--- config.mk ---
export PLATFORM = sky130hd
export DESIGN_NAME = m_muldiv_unit
export DESIGN_NICKNAME = d
export VERILOG_FILES = /design/src/rtl/m_muldiv_pkg.sv /design/src/rtl/m_muldiv_step.sv /design/src/rtl/m_muldiv_unit.sv
export SDC_FILE = /design/constraint.sdc
export NUM_CORES = 1
export LEC_CHECK = 0
export CAP_MARGIN = 20
export CELL_PAD_IN_SITES_DETAIL_PLACEMENT = 1
export CELL_PAD_IN_SITES_GLOBAL_PLACEMENT = 1
export CORE_ASPECT_RATIO = 1.4
export CORE_UTILIZATION = 44
export CTS_BUF_LIST = sky130_fd_sc_hd__clkbuf_8 sky130_fd_sc_hd__clkbuf_16
export DETAILED_ROUTE_END_ITERATION = 12
export DONT_BUFFER_PORTS = 1
export HOLD_SLACK_MARGIN = 0.15
export PLACE_DENSITY = 0.72
export SKIP_CTS_REPAIR_TIMING = 1
export SYNTH_ARGS = -nofsm -noshare
export SYNTH_HDL_FRONTEND = slang
export SYNTH_SLANG_ARGS = --single-unit
--- constraint.sdc ---
create_clock -name w_clk -period 9.73 [get_ports w_clk]
set_input_delay 2.919 -clock w_clk [delete_from_list [all_inputs] [get_ports w_clk]]
set_output_delay 2.919 -clock w_clk [all_outputs]
set_load 0.01 [all_outputs]
--- src/rtl/m_muldiv_pkg.sv ---
// Shared constants and types for the iterative RV32M multiply/divide unit.
package m_muldiv_pkg;

  // RV32M funct3 encodings
  localparam logic [2:0] F3_MUL    = 3'b000;
  localparam logic [2:0] F3_MULH   = 3'b001;
  localparam logic [2:0] F3_MULHSU = 3'b010;
  localparam logic [2:0] F3_MULHU  = 3'b011;
  localparam logic [2:0] F3_DIV    = 3'b100;
  localparam logic [2:0] F3_DIVU   = 3'b101;
  localparam logic [2:0] F3_REM    = 3'b110;
  localparam logic [2:0] F3_REMU   = 3'b111;

  typedef enum logic [1:0] {
    ST_IDLE = 2'd0,
    ST_CALC = 2'd1,
    ST_DONE = 2'd2
  } state_e;

  // Which iteration the shared step block performs
  typedef enum logic {
    MD_MUL = 1'b0,
    MD_DIV = 1'b1
  } mode_e;

endpackage

--- src/rtl/m_muldiv_step.sv ---
// One combinational iteration, shared by the multiply and divide paths.
// The accumulator is {hi, lo}:
//   multiply: hi = running partial product, lo collects product bits shifted in
//             from hi; i_bit is the current multiplier LSB.
//   divide:   hi = partial remainder, lo = quotient bits; i_bit is the next
//             dividend bit (MSB-first).
module m_muldiv_step
  import m_muldiv_pkg::*;
#(
  parameter int XLEN = 32
) (
  input  logic [2*XLEN-1:0] i_acc,
  input  logic [XLEN-1:0]   i_opnd,
  input  logic              i_bit,
  input  mode_e             i_mode,
  output logic [2*XLEN-1:0] o_acc
);

  logic [XLEN:0] w_sum;
  logic [XLEN:0] w_rem_sh;
  logic [XLEN:0] w_trial;

  // Multiply: conditional add then shift right (carry becomes the new MSB).
  // Divide: shift in dividend bit, trial subtract, restore on borrow.
  always_comb begin
    w_sum    = {1'b0, i_acc[2*XLEN-1:XLEN]} + (i_bit ? {1'b0, i_opnd} : '0);
    w_rem_sh = {i_acc[2*XLEN-1:XLEN], i_bit};
    w_trial  = w_rem_sh - {1'b0, i_opnd};
    if (i_mode == MD_MUL)
      o_acc = {w_sum, i_acc[XLEN-1:1]};
    else if (w_trial[XLEN])
      o_acc = {w_rem_sh[XLEN-1:0], i_acc[XLEN-2:0], 1'b0};
    else
      o_acc = {w_trial[XLEN-1:0], i_acc[XLEN-2:0], 1'b1};
  end

endmodule

--- src/rtl/m_muldiv_unit.sv ---
// Multi-cycle RV32M multiply/divide unit: one bit per cycle, valid/ready on
// both request and response, sign fixup applied on the edge into DONE.
module m_muldiv_unit
  import m_muldiv_pkg::*;
#(
  parameter int XLEN = 32
) (
  input  logic            w_clk,
  input  logic            w_rst_n,
  input  logic            w_req_valid,
  output logic            w_req_ready,
  input  logic [2:0]      w_funct3,
  input  logic [XLEN-1:0] w_in1,
  input  logic [XLEN-1:0] w_in2,
  input  logic            w_flush,
  output logic            w_resp_valid,
  input  logic            w_resp_ready,
  output logic [XLEN-1:0] w_out,
  output logic            w_busy
);

  localparam int CW = $clog2(XLEN) + 1;

  state_e              r_state;
  state_e              w_state_nxt;
  logic [2:0]          r_f3;
  logic                r_neg;
  logic [XLEN-1:0]     r_opa;   // multiplier (shifts right) or dividend (shifts left)
  logic [XLEN-1:0]     r_opb;   // multiplicand or divisor
  logic [XLEN-1:0]     r_out;
  logic [2*XLEN-1:0]   r_acc;
  logic [CW-1:0]       r_cnt;

  logic                w_is_div;
  logic                w_sa;
  logic                w_sb;
  logic                w_sign;
  logic [XLEN-1:0]     w_a_abs;
  logic [XLEN-1:0]     w_b_abs;
  logic                w_dz;
  logic                w_ovf;
  logic                w_special;
  logic [XLEN-1:0]     w_special_res;
  logic                w_accept;
  logic                w_last;
  logic                w_step_bit;
  mode_e               w_mode;
  logic [2*XLEN-1:0]   w_acc_nxt;
  logic [XLEN-1:0]     w_hi;
  logic [XLEN-1:0]     w_lo;
  logic [XLEN-1:0]     w_res;

  // Operand preparation and special-case detection for the accept edge
  always_comb begin
    w_is_div = w_funct3[2];
    w_sa     = w_in1[XLEN-1] & ((w_funct3 == F3_MULH) | (w_funct3 == F3_MULHSU) |
                                (w_funct3 == F3_DIV)  | (w_funct3 == F3_REM));
    w_sb     = w_in2[XLEN-1] & ((w_funct3 == F3_MULH) | (w_funct3 == F3_DIV) |
                                (w_funct3 == F3_REM));
    // remainder follows the dividend; everything else is the xor of operand signs
    w_sign   = (w_funct3 == F3_REM) ? w_sa : (w_sa ^ w_sb);
    w_a_abs  = w_sa ? (-w_in1) : w_in1;
    w_b_abs  = w_sb ? (-w_in2) : w_in2;
    w_dz     = w_is_div & (w_in2 == '0);
    w_ovf    = ((w_funct3 == F3_DIV) | (w_funct3 == F3_REM)) &
               (w_in1 == {1'b1, {(XLEN-1){1'b0}}}) & (&w_in2);
    w_special = w_dz | w_ovf;
    if (w_dz)
      w_special_res = w_funct3[1] ? w_in1 : '1;
    else
      w_special_res = w_funct3[1] ? '0 : w_in1;
    w_accept = w_req_valid & (r_state == ST_IDLE) & ~w_flush;
    w_last   = (r_state == ST_CALC) & (r_cnt == CW'(1));
  end

  assign w_step_bit = r_f3[2] ? r_opa[XLEN-1] : r_opa[0];
  assign w_mode     = r_f3[2] ? MD_DIV : MD_MUL;

  m_muldiv_step #(.XLEN(XLEN)) u_step (
    .i_acc  (r_acc),
    .i_opnd (r_opb),
    .i_bit  (w_step_bit),
    .i_mode (w_mode),
    .o_acc  (w_acc_nxt)
  );

  // Final result select with sign fixup on the last iteration's output.
  // High half of a 2*XLEN negate is ~hi plus the carry out of ~lo + 1.
  always_comb begin
    w_hi = w_acc_nxt[2*XLEN-1:XLEN];
    w_lo = w_acc_nxt[XLEN-1:0];
    case (r_f3)
      F3_MUL:                         w_res = w_lo;
      F3_MULH, F3_MULHSU, F3_MULHU:   w_res = r_neg ? (~w_hi + XLEN'(w_lo == '0)) : w_hi;
      F3_DIV, F3_DIVU:                w_res = r_neg ? (-w_lo) : w_lo;
      default:                        w_res = r_neg ? (-w_hi) : w_hi;
    endcase
  end

  // State register
  always_ff @(posedge w_clk or negedge w_rst_n) begin
    if (!w_rst_n) r_state <= ST_IDLE;
    else          r_state <= w_state_nxt;
  end

  // Next-state logic; flush overrides everything
  always_comb begin
    w_state_nxt = r_state;
    case (r_state)
      ST_IDLE: if (w_accept) w_state_nxt = w_special ? ST_DONE : ST_CALC;
      ST_CALC: if (r_cnt == CW'(1)) w_state_nxt = ST_DONE;
      ST_DONE: if (w_resp_ready) w_state_nxt = ST_IDLE;
      default: w_state_nxt = ST_IDLE;
    endcase
    if (w_flush) w_state_nxt = ST_IDLE;
  end

  // Datapath: load on accept, iterate in CALC, capture result on last step
  always_ff @(posedge w_clk or negedge w_rst_n) begin
    if (!w_rst_n) begin
      r_f3  <= '0;
      r_neg <= 1'b0;
      r_opa <= '0;
      r_opb <= '0;
      r_out <= '0;
      r_acc <= '0;
      r_cnt <= '0;
    end else if (w_accept) begin
      r_f3  <= w_funct3;
      r_neg <= w_sign;
      r_opa <= w_is_div ? w_a_abs : w_b_abs;
      r_opb <= w_is_div ? w_b_abs : w_a_abs;
      r_acc <= '0;
      r_cnt <= CW'(XLEN);
      if (w_special) r_out <= w_special_res;
    end else if ((r_state == ST_CALC) && !w_flush) begin
      r_acc <= w_acc_nxt;
      r_cnt <= r_cnt - CW'(1);
      r_opa <= r_f3[2] ? (r_opa << 1) : (r_opa >> 1);
      if (w_last) r_out <= w_res;
    end
  end

  assign w_req_ready  = (r_state == ST_IDLE);
  assign w_busy       = (r_state != ST_IDLE);
  assign w_resp_valid = (r_state == ST_DONE);
  assign w_out        = r_out;

endmodule
# After elaboration in Yosys (flattened, before gate mapping)
# Cells that the tools add are included.
# classes
addsub	8
n_mux	34
n_eq_ne	17
n_bitwise	18
n_reduce_logical	14
# ops
op	count
32-bit two-way mux	18
64-bit two-way mux	4
32-bit negation	4
32-bit one-hot mux with 3 select lines	1
32-bit zero test	2
32-bit by 33-bit adder with 33-bit output	1
33-bit by 32-bit subtractor with 33-bit output	1
32-bit by 1-bit adder with 32-bit output	1
32-bit == test, second input constant	1
32-bit NOT	1
32-bit AND reduction	1
3-bit == test, second input constant	4
6-bit two-way mux	2
2-bit two-way mux	5
3-bit by 2-bit == test with 1-bit output, second input constant	3
1-bit bitwise AND	8
1-bit OR	7
3-bit by 1-bit == test with 1-bit output, second input constant	2
6-bit by 1-bit == test with 1-bit output, second input constant	1
3-bit by 2-bit inequality test with 1-bit output, second input constant	2
2-bit one-hot mux with 3 select lines	1
3-bit AND reduction	2
2-bit nonzero test	3
6-bit by 1-bit subtractor with 6-bit output, second input constant	1
13 further kinds	15
# totals
reg_bits	172
output_inout_bits	35
word_cells	99

# Depth between registers and ports, before layout
# Gate-level depths: netlist of run 1.
# depth
word_depth	11
ltp_mapped	37

# Modules after synthesis
# Synthesis of run 1 repeated with hierarchy kept, for this count alone.
# unflattened
hier_cells	2234
area_unflattened_um2	17274.1
# modules_own_cells
mod	instances	cells_each	area_each_um2
m_muldiv_unit	1	1568	12585.8
m_muldiv_step	1	666	4688.2

# Worst setup path before layout of run 1
# OpenSTA, ideal clock, no wires.
# synth_path
path_type	reg2reg
from	reg r_f3[2]
to	reg r_out[31] (netlist: w_out[31])
required_ns	9.606
period_less_slack_ns	8.576
n_path_buf	9
arrival_time_ns	8.452
path_stages_with_launch	37
path_slack_ns	1.154
cell_sequence	dfrtp_1 > clkbuf_1 > buf_1 > clkbuf_1 > buf_2 > buf_2 > clkbuf_1 > buf_2 > mux2i_1 > clkbuf_1 > ha_1 > inv_1 > fa_1 > a211oi_1 > o211a_1 > nand4bb_4 > a21boi_4 > o21ai_0 > nor2_1 > a21oi_1 > ha_1 > nor3b_1 > nand4_1 > or2_2 > clkbuf_1 > or2_2 > nor4_1 > ha_1 > inv_1 > a21oi_1 > nand2_1 > o41ai_2 > nand2_1 > or2_1 > xor2_1 > a21oi_1 > o21ai_1
# synth_via
elab_chain_len	11
elab_cells_between_ends	27
cone_classes	5 x add/sub; 5 x eq/ne; 12 x mux; 1 x bitwise; 4 x reduce/logical
# synth_lines
item	line_no	text
start: declaration	m_muldiv_unit.sv:26	logic [2:0] r_f3;
start signal: assignment	m_muldiv_unit.sv:129	r_f3 <= w_funct3;
1-bit two-way mux	m_muldiv_unit.sv:76	assign w_step_bit = r_f3[2] ? r_opa[XLEN-1] : r_opa[0];
33-bit by 32-bit subtractor with 33-bit output or 32-bit two-way mux (tied branches)	m_muldiv_step.sv:28, m_muldiv_step.sv:26	
64-bit two-way mux or 32-bit by 33-bit adder with 33-bit output (tied branches)	m_muldiv_step.sv:31, m_muldiv_step.sv:26	
64-bit two-way mux	m_muldiv_step.sv:29	if (i_mode == MD_MUL)
32-bit zero test or 32-bit NOT (tied branches)	m_muldiv_unit.sv:94	F3_MULH, F3_MULHSU, F3_MULHU: w_res = r_neg ? (~w_hi + XLEN'(w_lo == '0)) : w_hi;
32-bit by 1-bit adder with 32-bit output	m_muldiv_unit.sv:94	
32-bit two-way mux	m_muldiv_unit.sv:94	
32-bit one-hot mux with 3 select lines (*)	m_muldiv_unit.sv:92	case (r_f3)
32-bit two-way mux (*)	m_muldiv_unit.sv:140	if (w_last) r_out <= w_res;
32-bit two-way mux (*)	m_muldiv_unit.sv:136	end else if ((r_state == ST_CALC) && !w_flush) begin
32-bit two-way mux (*)	m_muldiv_unit.sv:128	end else if (w_accept) begin
end signal: assignment	m_muldiv_unit.sv:135	if (w_special) r_out <= w_special_res;
end signal: assignment	m_muldiv_unit.sv:140	
end: declaration	m_muldiv_unit.sv:30	logic [XLEN-1:0] r_out;
# Every way passes the cells marked *; elsewhere a longest branch is shown, timed or not. The select of a mux whose other input is x is not followed.
# A chain may end at the register's enable or synchronous reset.

# Final worst setup path of run 1
# Same ends and word-level chain as after synthesis.

==> impl_metrics.py, run 1 <==
metrics = {
    "run_status": {
        "status": "completed",
    },
    "worst_setup_path": {
        "critical_path.endpoint_type": "flop",
        "critical_path.reg2reg.endpoint": "w_out[31]",
        "cp.required_ns": 10.08,
        "reg2regPathDepth": 28,
        "crit_path_max_incr_delay_ns": 0.65,
        "criticalPathCategory": "reg -> reg",
        "critPathMaxFanout": 33,
        "reg2reg_slack_ns": 1.37,
        "timing.critical_path.slowest_stage_cell": "sky130_fd_sc_hd__dfrtp_4",
        "arrival_ns": 8.71,
        "worst_setup_path_start_kind": "flop",
        "crit-reg2reg-launch": "r_f3[2]",
    },
    "routing": {
        "drt_first_pass_iters": 5,
        "finalWirelength_um": 78690,
        "initial_drc_count": 1603,
        "route.detailed.vias_per_inst": 6.552,
        "routed_length_per_placed_instance_um": 27.67,
        "drc": 0,
        "count_of_antenna_violating_nets_left_after_detailed_routing": 0,
        "vias": 18633,
    },
    "cells_and_area": {
        "final_nets": 2444,
        "register_area_um2": 4309,
        "layout.filler_cells": 5054,
        "drive_above_1_share": 0.06020,
        "area_growth_syn_to_layout_pct": 4.299,
        "multi_input_area_um2": 12760,
        "finalInstanceArea_um2": 18790,
    },
    "power": {
        "vdd_drop_max_mv": 0.1659,
        "power_uw": 6428,
        "p_leak_uw": 0.007444,
        "p_per_cell_area_nw_per_um2": 342.1,
    },
    "synthesis": {
        "synth-async-reset-ratio": 1.000,
        "yosys-top-cells-area": "sky130_fd_sc_hd__dfrtp_1 (24%), sky130_fd_sc_hd__o21ai_0 (6.9%), sky130_fd_sc_hd__a21oi_1 (6.3%)",
        "postSynthAreaPerCell_um2": 7.410,
        "synthesis.area_um2": 18010,
        "synth_warnings": 0,
        "synthesis.instances": 2431,
        "dominantRegCellSynth": "sky130_fd_sc_hd__dfrtp_1",
        "synth_largest_area_cell": "sky130_fd_sc_hd__dfrtp_1",
        "synth_nets": 2579,
        "number_of_synthesized_register_bits": 172,
        "synth_cell_type_count": 102,
        "ys_seq_area_frac": 0.2389,
        "number_of_synthesized_flops_with_an_enable_pin": 0,
        "synth_top_area_share": 0.2389,
    },
    "sta": {
        "fin_skew_ns": 0.01909,
        "final.min_clock_period_ns": 8.355,
        "final-max-slew-violation-count": 0,
        "slew_headroom": 0.1887,
        "finalCritPeriodShare": 0.8587,
        "tightestPinTransition_ns": 1.202,
        "setup-violations-final": 0,
        "hold_viol": 0,
        "timing.setup.tns_ns": 0,
        "achievable-frequency_mhz": 119.7,
        "rsz0062_at_grt": "false",
    },
    "global_route": {
        "grt-ovfl-total": 0,
        "grt_pass1_vias": 18577,
        "grt_pass1_wl_um": 117300,
        "grt_antenna_before_repair": 1,
        "largest_net_degree_at_the_start_of_global_routing": 173,
        "groute.usage.overall": 0.3733,
    },
    "clock_tree": {
        "cts_num_sinks": 172,
        "cts_buffer_count": 17,
        "tritoncts": "yes",
        "htree_levels": 4,
        "clk-insertion-delay-late_ns": 0.48,
        "max-clock-path-buffers": 2,
        "clock_transition_at_the_register_clock_pins_on_the_worst_setup_and_hold_paths_after_cts_ns": 0.08,
        "clk_root_buffer_cell": "sky130_fd_sc_hd__clkbuf_16",
    },
    "floorplanning": {
        "die_h_um": 241.4,
        "die_width_um": 173.0,
        "die_footprint_um2": 41770,
        "initial_utilization": 0.4473,
        "ioPinCount": 107,
        "core_area_um2": 40280,
        "std_cell_rows": 87,
    },
    "placed_design": {
        "dpl_cell_area_um2": 18200,
        "port_buffers": 0,
        "detailedPlacementHpwl_um": 60020,
        "globalplace.congestion": 1.025,
    },
    "worst_hold_path": {
        "min_delay_path_depth": 2,
        "worst_hold_startpoint": "r_opb[2]",
        "worst_hold_path.endpoint": "r_opb[2]",
        "holdCritPathClass": "reg -> reg",
    },
    "run": {
        "drv.max_cap_violation_count": 0,
    },
}
[synth_stat cells (10+ instances only)]
master / number
sky130_fd_sc_hd__a211oi_1: 22
sky130_fd_sc_hd__a21o_1: 25
sky130_fd_sc_hd__a21oi_1: 227
sky130_fd_sc_hd__a22o_1: 16
sky130_fd_sc_hd__a31oi_1: 22
sky130_fd_sc_hd__and2_1: 17
sky130_fd_sc_hd__and3_1: 13
sky130_fd_sc_hd__buf_1: 22
sky130_fd_sc_hd__buf_2: 15
sky130_fd_sc_hd__clkbuf_1: 135
sky130_fd_sc_hd__dfrtp_1: 172
sky130_fd_sc_hd__ha_1: 74
sky130_fd_sc_hd__inv_1: 68
sky130_fd_sc_hd__maj3_1: 10
sky130_fd_sc_hd__mux2_2: 12
sky130_fd_sc_hd__mux2i_1: 63
sky130_fd_sc_hd__nand2_1: 273
sky130_fd_sc_hd__nand2b_1: 18
sky130_fd_sc_hd__nand3_1: 43
sky130_fd_sc_hd__nand4_1: 25
sky130_fd_sc_hd__nor2_1: 255
sky130_fd_sc_hd__nor3_1: 74
sky130_fd_sc_hd__nor4_1: 14
sky130_fd_sc_hd__o211ai_1: 65
sky130_fd_sc_hd__o21ai_0: 247
sky130_fd_sc_hd__o21ai_1: 20
sky130_fd_sc_hd__o221ai_1: 11
sky130_fd_sc_hd__o31ai_1: 35
sky130_fd_sc_hd__o41ai_1: 12
sky130_fd_sc_hd__or2_2: 10
sky130_fd_sc_hd__or3_1: 21
sky130_fd_sc_hd__xnor2_1: 108
sky130_fd_sc_hd__xor2_1: 85
[layout make-up]
class,instances,share of cell area
multi-input combinational,2009,0.6792
sequential,172,0.2293
tap,534,0.03556
clock buffer,17,0.02264
inverter,70,0.01398
timing repair buffer,26,0.01039
clock inverter,15,0.008723
antenna,1,0.0001332
[state kept, by name (all words and copies together), names as in the netlist]
name     cells
r_f3         3
r_neg        1
r_state      2
r_acc       64
w_out       32
r_opa       32
r_opb       32
r_cnt        6
[placed cells by master (no fill, tap or decap), types with 9 or more instances in the layout]
cell	netlist	final
sky130_fd_sc_hd__a211o_1	9	9
sky130_fd_sc_hd__a211oi_1	22	22
sky130_fd_sc_hd__a21o_1	25	25
sky130_fd_sc_hd__a21oi_1	227	226
sky130_fd_sc_hd__a22o_1	16	16
sky130_fd_sc_hd__a31oi_1	22	22
sky130_fd_sc_hd__and2_1	17	16
sky130_fd_sc_hd__and3_1	13	13
sky130_fd_sc_hd__buf_4	4	26
sky130_fd_sc_hd__clkbuf_16	0	17
sky130_fd_sc_hd__dfrtp_1	172	170
sky130_fd_sc_hd__ha_1	74	74
sky130_fd_sc_hd__inv_1	68	69
sky130_fd_sc_hd__maj3_1	10	10
sky130_fd_sc_hd__mux2_2	12	12
sky130_fd_sc_hd__mux2i_1	63	62
sky130_fd_sc_hd__nand2_1	273	272
sky130_fd_sc_hd__nand2b_1	18	18
sky130_fd_sc_hd__nand3_1	43	43
sky130_fd_sc_hd__nand4_1	25	25
sky130_fd_sc_hd__nor2_1	255	254
sky130_fd_sc_hd__nor3_1	74	74
sky130_fd_sc_hd__nor4_1	14	14
sky130_fd_sc_hd__o211ai_1	65	65
sky130_fd_sc_hd__o21ai_0	247	247
sky130_fd_sc_hd__o21ai_1	20	20
sky130_fd_sc_hd__o221ai_1	11	11
sky130_fd_sc_hd__o31ai_1	35	35
sky130_fd_sc_hd__o41ai_1	12	12
sky130_fd_sc_hd__or2_2	10	10
sky130_fd_sc_hd__or3_1	21	21
sky130_fd_sc_hd__xnor2_1	108	108
sky130_fd_sc_hd__xor2_1	85	85
[metal layers]
layer / global-route usage / share of wire / up-vias
met2: 0.6144 / 0.47 / 656
met5: 0.01736 / 0.0013 / -
met3: 0.07172 / 0.063 / 179
met4: 0.2422 / 0.066 / 4
li1: - / - / 8549
met1: 0.4465 / 0.40 / 9245
[worst max path at each step]
stage                  from   endpoint  slack, ns  cells after the start
finish              r_f3[2]  w_out[31]       1.37                     28
global route        r_f3[2]  w_out[28]       0.79                     28
CTS                 r_f3[2]  w_out[31]       1.47                     28
detailed placement  r_f3[2]  w_out[31]       1.49                     28
global placement    r_f3[2]  w_out[31]       1.82                     28
floorplan           r_f3[2]  w_out[31]       1.15                     36
[logic make-up after synthesis]
kind of cell / Yosys count / share of synthesized area
flip-flops: 172 / 0.2389
AND/OR/NAND/NOR: 812 / 0.2071
adder cells (fa/ha/maj): 86 / 0.05918
buffers and inverters: 250 / 0.05494
XOR/XNOR: 193 / 0.09383
multiplexers: 76 / 0.04376
AO/OA/AOI/OAI: 842 / 0.3023
[power breakdown]
| part | internal [µW] | total (µW) | switching (µW) | leakage, µW |
|---|---|---|---|---|
| Clock | 383 | 730 | 347 | 0.000284 |
| Sequential | 922 | 1220 | 302 | 0.00224 |
| Combinational | 1480 | 4470 | 2990 | 0.00492 |
[metrics by stage]
stage / util / setup slack [ns] / cells / hold WS [ns]
2_1_floorplan: - / 1.154 / 2431 / 0.4498
3_3_place_gp: 0.4518 / 1.818 / 2811 / 0.4650
3_5_place_dp: 0.4518 / 1.492 / 2811 / 0.4776
4_1_cts: 0.4664 / 1.466 / 2843 / 0.4947
5_1_grt: 0.4664 / 0.7862 / 2843 / 0.5272
6_report: 0.4665 / 1.375 / 2844 / 0.4861
[worst max-delay path, delay by kind of cell (launching register included)]
kind	cells	cell delay [ns]
muxes	1	0.29
buffers and inverters	3	0.49
adders and majority gates	4	1.17
AOI/OAI and AO/OA	9	2.44
and+or+nand+nor	10	3.02
DFF	1	0.65
xor gates and xnor gates	1	0.15
Note: power is estimated with default switching activity, not from simulation.
==> run 2, diff against run 1 <==
CORE_UTILIZATION = 49   (was 44)
PLACE_DENSITY = 0.79   (was 0.72)
SLEW_MARGIN = 15   (was unset)
==> run 2 against run 1 <==
Die area decreased by 10%; maximum frequency decreased by 4.4%; power about the same; core utilization increased by 5.4 points; largest power group unchanged; routed wire length decreased by 1.1%; cell area decreased by 0.24%.
==> impl_metrics.py, run 2 (synthesis results as in run 1) <==
metrics = {
    "run_status": {
        "status": "completed",
    },
    "placed_design": {
        "port_buffers": 0,
        "detailedPlacementHpwl_um": 59170,
        "placed_cells_incl_taps": 2739,
        "globalplace.congestion": 1.030,
    },
    "cells_and_area": {
        "layout.filler_cells": 4519,
        "registers.top_by_ff_count": "r_acc",
        "final_std_cells_w_o_fill": 2772,
        "final_common_cell": "sky130_fd_sc_hd__nand2_1",
        "final_nets": 2444,
        "drive_above_1_share": 0.06107,
        "area_growth_syn_to_layout_pct": 4.049,
        "largest_register_ff_count": 64,
        "mostFrequentLayoutCells": "sky130_fd_sc_hd__nand2_1 (272), sky130_fd_sc_hd__nor2_1 (254), sky130_fd_sc_hd__o21ai_0 (247), sky130_fd_sc_hd__a21oi_1 (226), sky130_fd_sc_hd__dfrtp_1 (170)",
    },
    "routing": {
        "routed_length_per_placed_instance_um": 28.08,
        "vias": 19042,
        "initial_drc_count": 1593,
        "drc": 0,
        "count_of_antenna_violating_nets_left_after_detailed_routing": 0,
        "route.detailed.vias_per_inst": 6.869,
        "drt_first_pass_iters": 5,
        "finalWirelength_um": 77840,
    },
    "clock_tree": {
        "htree_levels": 4,
        "cts_num_sinks": 172,
        "clk-insertion-delay-late_ns": 0.48,
        "max-clock-path-buffers": 2,
        "cts_buffer_count": 17,
        "tritoncts": "yes",
        "clk_root_buffer_cell": "sky130_fd_sc_hd__clkbuf_16",
        "clock_transition_at_the_register_clock_pins_on_the_worst_setup_and_hold_paths_after_cts_ns": 0.09,
    },
    "worst_setup_path": {
        "critical_path.reg2reg.endpoint": "w_out[28]",
        "critical_path.endpoint_type": "flop",
        "crit_path_max_incr_delay_ns": 0.79,
        "critPathLaunch": "r_f3[2]",
        "worst_setup_path_start_kind": "flop",
        "crit-reg2reg-launch": "r_f3[2]",
        "reg2reg_slack_ns": 0.99,
        "critPathMaxFanout": 33,
        "criticalPathCategory": "reg -> reg",
        "crit_end": "w_out[28]",
        "timing.critical_path.slowest_stage_cell": "sky130_fd_sc_hd__dfrtp_4",
        "arrival_ns": 9.09,
        "cp.required_ns": 10.09,
        "reg2regPathDepth": 28,
    },
    "global_route": {
        "grt_antenna_before_repair": 2,
        "grt_pass1_wl_um": 118100,
        "largest_net_degree_at_the_start_of_global_routing": 173,
        "grt_pass1_vias": 19312,
        "grt-ovfl-total": 0,
        "groute.usage.overall": 0.4184,
    },
    "run": {
        "drv.max_cap_violation_count": 0,
    },
    "floorplanning": {
        "die_footprint_um2": 37550,
        "die_h_um": 228.9,
        "std_cell_rows": 82,
        "die_width_um": 164.1,
        "ioPinCount": 107,
        "initial_utilization": 0.5002,
        "core_area_um2": 36010,
    },
    "sta": {
        "achievable-frequency_mhz": 114.5,
        "hold_viol": 0,
        "slew_headroom": 0.3193,
        "rsz0062_at_grt": "false",
        "final.min_clock_period_ns": 8.736,
        "fin_skew_ns": 0.01731,
        "final-max-slew-violation-count": 0,
        "finalCritPeriodShare": 0.8979,
        "setup-violations-final": 0,
        "tightestPinTransition_ns": 1.017,
        "timing.setup.tns_ns": 0,
    },
    "worst_hold_path": {
        "holdCritPathClass": "reg -> reg",
    },
    "power": {
        "p_leak_uw": 0.007466,
        "p_per_cell_area_nw_per_um2": 342.8,
        "vdd_drop_max_mv": 0.1641,
    },
}
## run 2: area by class of cell
| class | count | area (µm²) | share of cell area |
|---|---|---|---|
| multi-input cells | 2009 | 12760 | 0.6810 |
| clock buffers | 17 | 425.4 | 0.02270 |
| flip-flops and latches | 172 | 4309 | 0.2299 |
| clock inverters | 15 | 206.4 | 0.01101 |
| repair buffers | 26 | 195.2 | 0.01041 |
| diodes | 1 | 2.502 | 0.0001335 |
| inverters | 70 | 262.8 | 0.01402 |
| well taps | 462 | 578.1 | 0.03084 |
## run 2: worst min path at each step
| stage | from | to | cells after the start |
|---|---|---|---|
| after floorplan | r_opb[12] | r_opb[12] | 2 |
| final | r_opb[17] | r_opb[17] | 2 |
| after global placement | r_opb[2] | r_opb[2] | 2 |
| after CTS | r_opb[17] | r_opb[17] | 2 |
| after detailed placement | r_opb[17] | r_opb[17] | 2 |
| after global routing | r_opb[7] | r_opb[7] | 2 |
## run 2: critical path, delay by kind of cell, from the launching register on
kind	cells	cell delay, ns
AOI/OAI and AO/OA	10	2.70
muxes	1	0.31
buffers and inverters	3	0.51
xor gates and xnor gates	1	0.10
DFF	1	0.79
and+or+nand+nor	9	2.99
adders and majority gates	4	1.20
## run 2: where the power goes
| group | switching [µW] | internal, µW |
|---|---|---|
| clock | 392 | 358 |
| sequential | 315 | 921 |
| combinational | 2950 | 1490 |
## run 2: layer usage
layer / part of all wire / wire length [µm] / vias to the layer above / global-route usage
met2: 0.47 / 36230 / 824 / 0.6794
li1: - / - / 8560 / -
met4: 0.063 / 4918 / 4 / 0.2378
met5: 0.00051 / 40 / - / 0
met3: 0.075 / 5836 / 199 / 0.08111
met1: 0.40 / 30820 / 9455 / 0.5125
## run 2: through the flow
step / hold WS [ns] / worst slack, ns / area [µm²] / total power (µW) / util
finish: 0.4956 / 0.9937 / 18740 / 6426 / 0.5205
CTS: 0.4964 / 1.145 / 18740 / 6289 / 0.5204
floorplan: 0.4498 / 1.154 / 18010 / 4150 / -
global route: 0.5195 / 0.3777 / 18740 / 6742 / 0.5204
global placement: 0.4644 / 1.556 / 18110 / 5405 / 0.5028
detailed placement: 0.4778 / 1.186 / 18110 / 5505 / 0.5028
